### src/rtl/kamus_l1d.sv
// Direct-mapped, write-through, no-write-allocate L1 data cache with one-word lines.
// Loads hit combinationally; misses refill over a req/gnt/rvalid bus, stores always write through.
module kamus_l1d #(
    parameter int NUM_LINES = 64,
    parameter int IDX_W     = $clog2(NUM_LINES)
) (
    input  logic        clk_i,
    input  logic        rst_i,
    input  logic        l1d_req_i,
    input  logic        l1d_wr_en_i,
    input  logic [3:0]  l1d_be_i,
    input  logic [31:0] l1d_addr_i,
    input  logic [31:0] l1d_wr_data_i,
    output logic [31:0] l1d_rd_data_o,
    output logic        l1d_stall_o,
    output logic        mem_req_o,
    output logic        mem_we_o,
    output logic [31:0] mem_addr_o,
    output logic [3:0]  mem_be_o,
    output logic [31:0] mem_wdata_o,
    input  logic        mem_gnt_i,
    input  logic        mem_rvalid_i,
    input  logic [31:0] mem_rdata_i
);

    localparam int TAG_W = 30 - IDX_W;

    localparam logic [2:0] S_IDLE    = 3'd0;
    localparam logic [2:0] S_RD_REQ  = 3'd1;
    localparam logic [2:0] S_RD_WAIT = 3'd2;
    localparam logic [2:0] S_WR_REQ  = 3'd3;
    localparam logic [2:0] S_WR_DONE = 3'd4;

    logic [2:0]           state_q, state_d;
    logic [NUM_LINES-1:0] valid_q;
    logic [TAG_W-1:0]     tag_mem  [NUM_LINES];
    logic [31:0]          data_mem [NUM_LINES];

    // Transaction copy taken in IDLE, so a dropped l1d_req_i cannot disturb an in-flight access.
    logic [31:2]          txn_addr_q;
    logic [3:0]           txn_be_q;
    logic [31:0]          txn_wdata_q;

    logic [IDX_W-1:0]     idx, txn_idx;
    logic [TAG_W-1:0]     tag, txn_tag;
    logic                 hit, txn_hit;
    logic                 unused_addr_lsb;

    assign idx     = l1d_addr_i[IDX_W+1:2];
    assign tag     = l1d_addr_i[31:IDX_W+2];
    assign txn_idx = txn_addr_q[IDX_W+1:2];
    assign txn_tag = txn_addr_q[31:IDX_W+2];
    assign hit     = valid_q[idx] && (tag_mem[idx] == tag);
    assign txn_hit = valid_q[txn_idx] && (tag_mem[txn_idx] == txn_tag);

    assign unused_addr_lsb = ^l1d_addr_i[1:0];

    assign l1d_rd_data_o = data_mem[idx];
    assign mem_addr_o    = {txn_addr_q, 2'b00};
    assign mem_be_o      = (state_q == S_WR_REQ) ? txn_be_q : 4'hF;
    assign mem_wdata_o   = txn_wdata_q;

    always_comb begin
        state_d     = state_q;
        l1d_stall_o = 1'b0;
        mem_req_o   = 1'b0;
        mem_we_o    = 1'b0;
        case (state_q)
            S_IDLE: begin
                if (l1d_req_i) begin
                    if (l1d_wr_en_i) begin
                        l1d_stall_o = 1'b1;
                        state_d     = S_WR_REQ;
                    end else if (!hit) begin
                        l1d_stall_o = 1'b1;
                        state_d     = S_RD_REQ;
                    end
                end
            end
            S_RD_REQ: begin
                l1d_stall_o = 1'b1;
                mem_req_o   = 1'b1;
                if (mem_gnt_i) state_d = S_RD_WAIT;
            end
            S_RD_WAIT: begin
                l1d_stall_o = 1'b1;
                if (mem_rvalid_i) state_d = S_IDLE;
            end
            S_WR_REQ: begin
                l1d_stall_o = 1'b1;
                mem_req_o   = 1'b1;
                mem_we_o    = 1'b1;
                if (mem_gnt_i) state_d = S_WR_DONE;
            end
            // Store retires here; whatever request is visible this cycle is the one just done.
            S_WR_DONE: state_d = S_IDLE;
            default:   state_d = S_IDLE;
        endcase
    end

    always_ff @(posedge clk_i) begin
        if (rst_i) begin
            state_q <= S_IDLE;
            valid_q <= '0;
        end else begin
            state_q <= state_d;
            if (state_q == S_RD_WAIT && mem_rvalid_i) valid_q[txn_idx] <= 1'b1;
        end
    end

    always_ff @(posedge clk_i) begin
        if (state_q == S_IDLE) begin
            txn_addr_q  <= l1d_addr_i[31:2];
            txn_be_q    <= l1d_be_i;
            txn_wdata_q <= l1d_wr_data_i;
        end
    end

    always_ff @(posedge clk_i) begin
        if (!rst_i) begin
            if (state_q == S_RD_WAIT && mem_rvalid_i) begin
                data_mem[txn_idx] <= mem_rdata_i;
                tag_mem[txn_idx]  <= txn_tag;
            end else if (state_q == S_WR_REQ && mem_gnt_i && txn_hit) begin
                for (int b = 0; b < 4; b++) begin
                    if (txn_be_q[b]) data_mem[txn_idx][8*b +: 8] <= txn_wdata_q[8*b +: 8];
                end
            end
        end
    end

endmodule

### config.mk
export PLATFORM = sky130hd
export DESIGN_NAME = kamus_l1d
export DESIGN_NICKNAME = d
export VERILOG_FILES = /design/src/rtl/kamus_l1d.sv
export SDC_FILE = /design/constraint.sdc
export NUM_CORES = 2
export LEC_CHECK = 0
export CELL_PAD_IN_SITES_DETAIL_PLACEMENT = 2
export CELL_PAD_IN_SITES_GLOBAL_PLACEMENT = 2
export CORE_MARGIN = 8
export CORE_UTILIZATION = 50
export CTS_CLUSTER_SIZE = 28
export DETAILED_ROUTE_END_ITERATION = 10
export PLACE_DENSITY = 0.87
export SETUP_SLACK_MARGIN = 0.5
export SLEW_MARGIN = 20
export SYNTH_ARGS = -nofsm -noshare
export SYNTH_HDL_FRONTEND = slang
export SYNTH_SLANG_ARGS = --single-unit
### constraint.sdc
create_clock -name clk_i -period 7.62 [get_ports clk_i]
set_clock_uncertainty 0.05 [all_clocks]
set_input_delay 1.524 -clock clk_i [delete_from_list [all_inputs] [get_ports clk_i]]
set_output_delay 1.524 -clock clk_i [all_outputs]
set_load 0.02 [all_outputs]
==> impl_metrics.json, run 1 <==
{
  "boundaryPins": 209,
  "synth.distinct_cells": 70,
  "rows": 206,
  "place.gp.congestion": 0.950,
  "synth_flop_cell": "edfxtp_1",
  "dp_hpwl_mm": 484,
  "yosysWarnings": 0,
  "synthArstFlopShare_pct": 0,
  "stop_stage": "detailed placement",
  "synth_area_sq_um": 157000,
  "chipHeight_microns": 577,
  "die_w_microns": 577,
  "status": "aborted with a tool error",
  "syn_area_per_cell_sq_um": 20.6,
  "start_util_pct": 50.1,
  "synthCells": 7613,
  "synth_edf_count": 3650,
  "synth_seq_area_share_pct": 70.7,
  "error_line": "[ERROR DPL-0033] detailed placement checks failed during check placement.",
  "ys_seq_elements": 3723,
  "port_buffers": 204
}
==> stage by stage <==
step	setup TNS [ps]	instance area, sq um	hold slack (ps)
floorplan	0	157000	407
global placement	-748	169000	417
==> kinds of logic after synthesis <==
| kind of cell | synth area share [%] |
|---|---|
| buffers and inverters | 1.69 |
| muxes | 22.4 |
| other | 0.00239 |
| DFF | 70.7 |
| and+or+nand+nor | 2.52 |
| xor gates and xnor gates | 0.329 |
| AOI/OAI and AO/OA | 2.40 |
==> synthesized netlist by cell type (42+ instances only) <==
master,count,area (sq um)
edfxtp_1,3650,110000
mux4_2,1337,30100
mux2i_1,428,4280
nor2_1,389,1460
clkbuf_1,224,841
nand2_1,205,769
a22oi_1,133,998
o22ai_1,115,719
buf_2,112,561
buf_1,109,409
inv_1,74,278
dfxtp_1,73,1460
mux2_2,67,754
nand3_1,66,330
a21oi_1,60,300
nor2b_1,45,282
o21ai_0,42,210
==> run 2: changes to the inputs <==
==> config.mk (replaced) <==
export PLATFORM = sky130hd
export DESIGN_NAME = kamus_l1d
export DESIGN_NICKNAME = d
export VERILOG_FILES = /design/src/rtl/kamus_l1d.sv
export SDC_FILE = /design/constraint.sdc
export NUM_CORES = 2
export LEC_CHECK = 0
export CORE_MARGIN = 8
export CORE_UTILIZATION = 35
export DETAILED_ROUTE_END_ITERATION = 10
export PLACE_DENSITY_LB_ADDON = 0.15
export SLEW_MARGIN = 20
export SYNTH_ARGS = -nofsm -noshare
export SYNTH_HDL_FRONTEND = slang
export SYNTH_SLANG_ARGS = --single-unit
==> run 2 against run 1 <==
Compared with the run above: the flow now finishes without violations; area after synthesis unchanged; synthesized cell count unchanged.
==> impl_metrics.json, run 2 <==
{
  "synth_compound_area_share_pct": 2.40,
  "grt_max_degree": 120,
  "layout_commonest_cell": "edfxtp_1",
  "yosysTopAreaCellShare_pct": 69.8,
  "cp_max_fo": 16,
  "clockBufferDepth": 4,
  "peakVddDrop_mv": 0.183,
  "antenna_left": 0,
  "start_util_pct": 35.1,
  "yosys-top-cells-count": "edfxtp_1, mux4_2, mux2i_1",
  "clock_tree.root_cell": "clkbuf_16",
  "powerDensity_nw_per_um2": 278,
  "wl_mm": 578,
  "rows": 246,
  "drtIter0Drc": 11500,
  "required_ps": 6050,
  "reg_top3": "data_mem (2048), tag_mem (1536), valid_q (64)",
  "fin_crit_ps": 7620,
  "startpoint_type": "primary input",
  "grt_pass1_vias": 89200,
  "place.gp.congestion": 0.877,
  "drive_gt1_share_pct": 33.1,
  "path_clk_slew_ps": 60,
  "yosysWarnings": 0,
  "worst_setup_path_end_kind": "output pin",
  "boundaryPins": 209,
  "postPlaceCellArea_sq_um": 172000,
  "core_area_sq_um": 448000,
  "final_cells": 14800,
  "ctsHoldBuffers": 0,
  "hold_class": "flop to flop",
  "grt_pass1_wl_mm": 781,
  "die_area_sq_um": 471000,
  "slew_headroom_pct": 16.1,
  "synthArstFlopShare_pct": 0,
  "post-route-util_pct": 41.5,
  "synth_edf_count": 3650,
  "maxSlewViolCount": 0,
  "vias": 88100,
  "die_w_microns": 686,
  "post-route-period-util_pct": 100,
  "detail_route.wl_per_cell_microns": 39.0,
  "port_buffers": 204,
  "dr.pass1.iters": 5,
  "synth_area_sq_um": 157000,
  "synth.top_cells.by_area": "edfxtp_1, mux4_2, mux2i_1",
  "cts_tree": "done",
  "yosysTopAreaCell": "edfxtp_1",
  "synth_top_family_by_area": "multiplexers",
  "synth_flop_cell": "edfxtp_1",
  "syn_area_per_cell_sq_um": 20.6,
  "largest_reg_flops": 2048,
  "nets": 8600,
  "final_cell_area_sq_um": 186000,
  "dp_cells": 14000,
  "synthSimpleGateAreaFrac_pct": 2.52,
  "overflow": 0,
  "synthCells": 7613,
  "antenna_found_initial": 47,
  "fin_ws_ps": 0.680,
  "fmax_mhz": 131,
  "criticalPathCategory": "primary input to output pin",
  "grt_usage_pct": 24.0,
  "fillers": 39500,
  "chipHeight_microns": 686,
  "hold_viol": 0,
  "power_mw": 51.8,
  "arrival_ps": 6050,
  "clock_latency_ps": 1010,
  "synth.distinct_cells": 70,
  "status": "finished, final reports clean",
  "tightest_slew_ps": 1250,
  "synth_seq_area_share_pct": 70.7,
  "final_cell_mix": "edfxtp_1, mux4_2, buf_4",
  "cts_sinks": 3723,
  "synthToLayoutAreaGrowth_pct": 18.4,
  "place_ws_ps": -1070,
  "ys_seq_elements": 3723,
  "synth_xor_area_share_pct": 0.329,
  "setup_violations": 0,
  "viasPerCell": 5.95,
  "dp_hpwl_mm": 364,
  "numCtsBuffers": 412,
  "regMostFlops": "data_mem",
  "drv_cap": 0,
  "synth.area.mux_share_pct": 22.4,
  "htree_levels": 5,
  "p_leak_nw": 59.0,
  "synthAdderAreaFrac_pct": 0,
  "drc": 0,
  "yosysMostFrequentCell": "edfxtp_1"
}
-- run 2: cell counts after synthesis --
No cell type changed its count.
-- run 2: final timing paths --
check	start	endpoint	slack (ps)	cells after the start
worst min register to register	valid_q[11]	valid_q[11]	440	2
worst max register to register	flop	data_mem[45][0]	620	14
worst min-delay path	valid_q[11]	valid_q[11]	440	2
worst max-delay path	l1d_addr_i[3]	l1d_stall_o	0.7	14
-- run 2: stage by stage --
step                setup TNS, ps  hold slack, ps
global route                -1.70             453
finish                          0             442
detailed placement          -1070             429
global placement            -1100             420
floorplan                       0             407
CTS                             0             439
-- run 2: cells by family after synthesis --
family / Yosys count
other: 1
buffers and inverters: 581
AND/OR/NAND/NOR: 878
multiplexers: 1832
AO/OA/AOI/OAI: 539
XOR/XNOR: 59
flip-flops: 3723
-- run 2: power breakdown --
group / switching [mW] / internal, mW / total, mW
Clock: 8.43 / 11.2 / 19.6
Sequential: 0.385 / 23.2 / 23.6
Combinational: 5.42 / 3.22 / 8.65
Total: 14.2 / 37.6 / 51.8
-- run 2: what timing repair did --
action,in CTS,in global routing
pin swaps,10,4
setup endpoints to repair,1,1
buffers inserted,27,0
gates resized for setup,99,4
cloned,19,0
-- run 2: final cells by class --
| class | count | area [sq um] | share of cell area [%] |
|---|---|---|---|
| Antenna cell | 24 | 60.1 | 0.0323 |
| Clock inverter | 246 | 2300 | 1.24 |
| Sequential cell | 3723 | 111000 | 59.7 |
| Inverter | 78 | 324 | 0.174 |
| Timing Repair Buffer | 969 | 9850 | 5.29 |
| Clock buffer | 514 | 10800 | 5.83 |
| Multi-Input combinational cell | 3310 | 44200 | 23.7 |
| Tap cell | 5952 | 7450 | 4.00 |
-- run 2: critical path, stage by stage --
cell and delay (ps):
buf_16 160, buf_16 250, and2_1 400, a22o_1 340
o21ai_2 310, nor3b_1 140, nor4_1 370, nand2_1 320
nor4_1 260, and4_1 220, nand4_1 650, buf_4 410
o41a_1 370, buf_4 170
-- run 2: routing by layer --
metal	wire length, microns	share of wire (%)	global-route usage, %	up-vias
met2	271000	47	38.2	4696
li1	-	-	-	34200
met5	76	0.013	0	-
met3	47500	8.2	4.86	1054
met4	27200	4.7	9.72	10
met1	233000	40	32.3	48200
(Power assumes the default switching activity.)
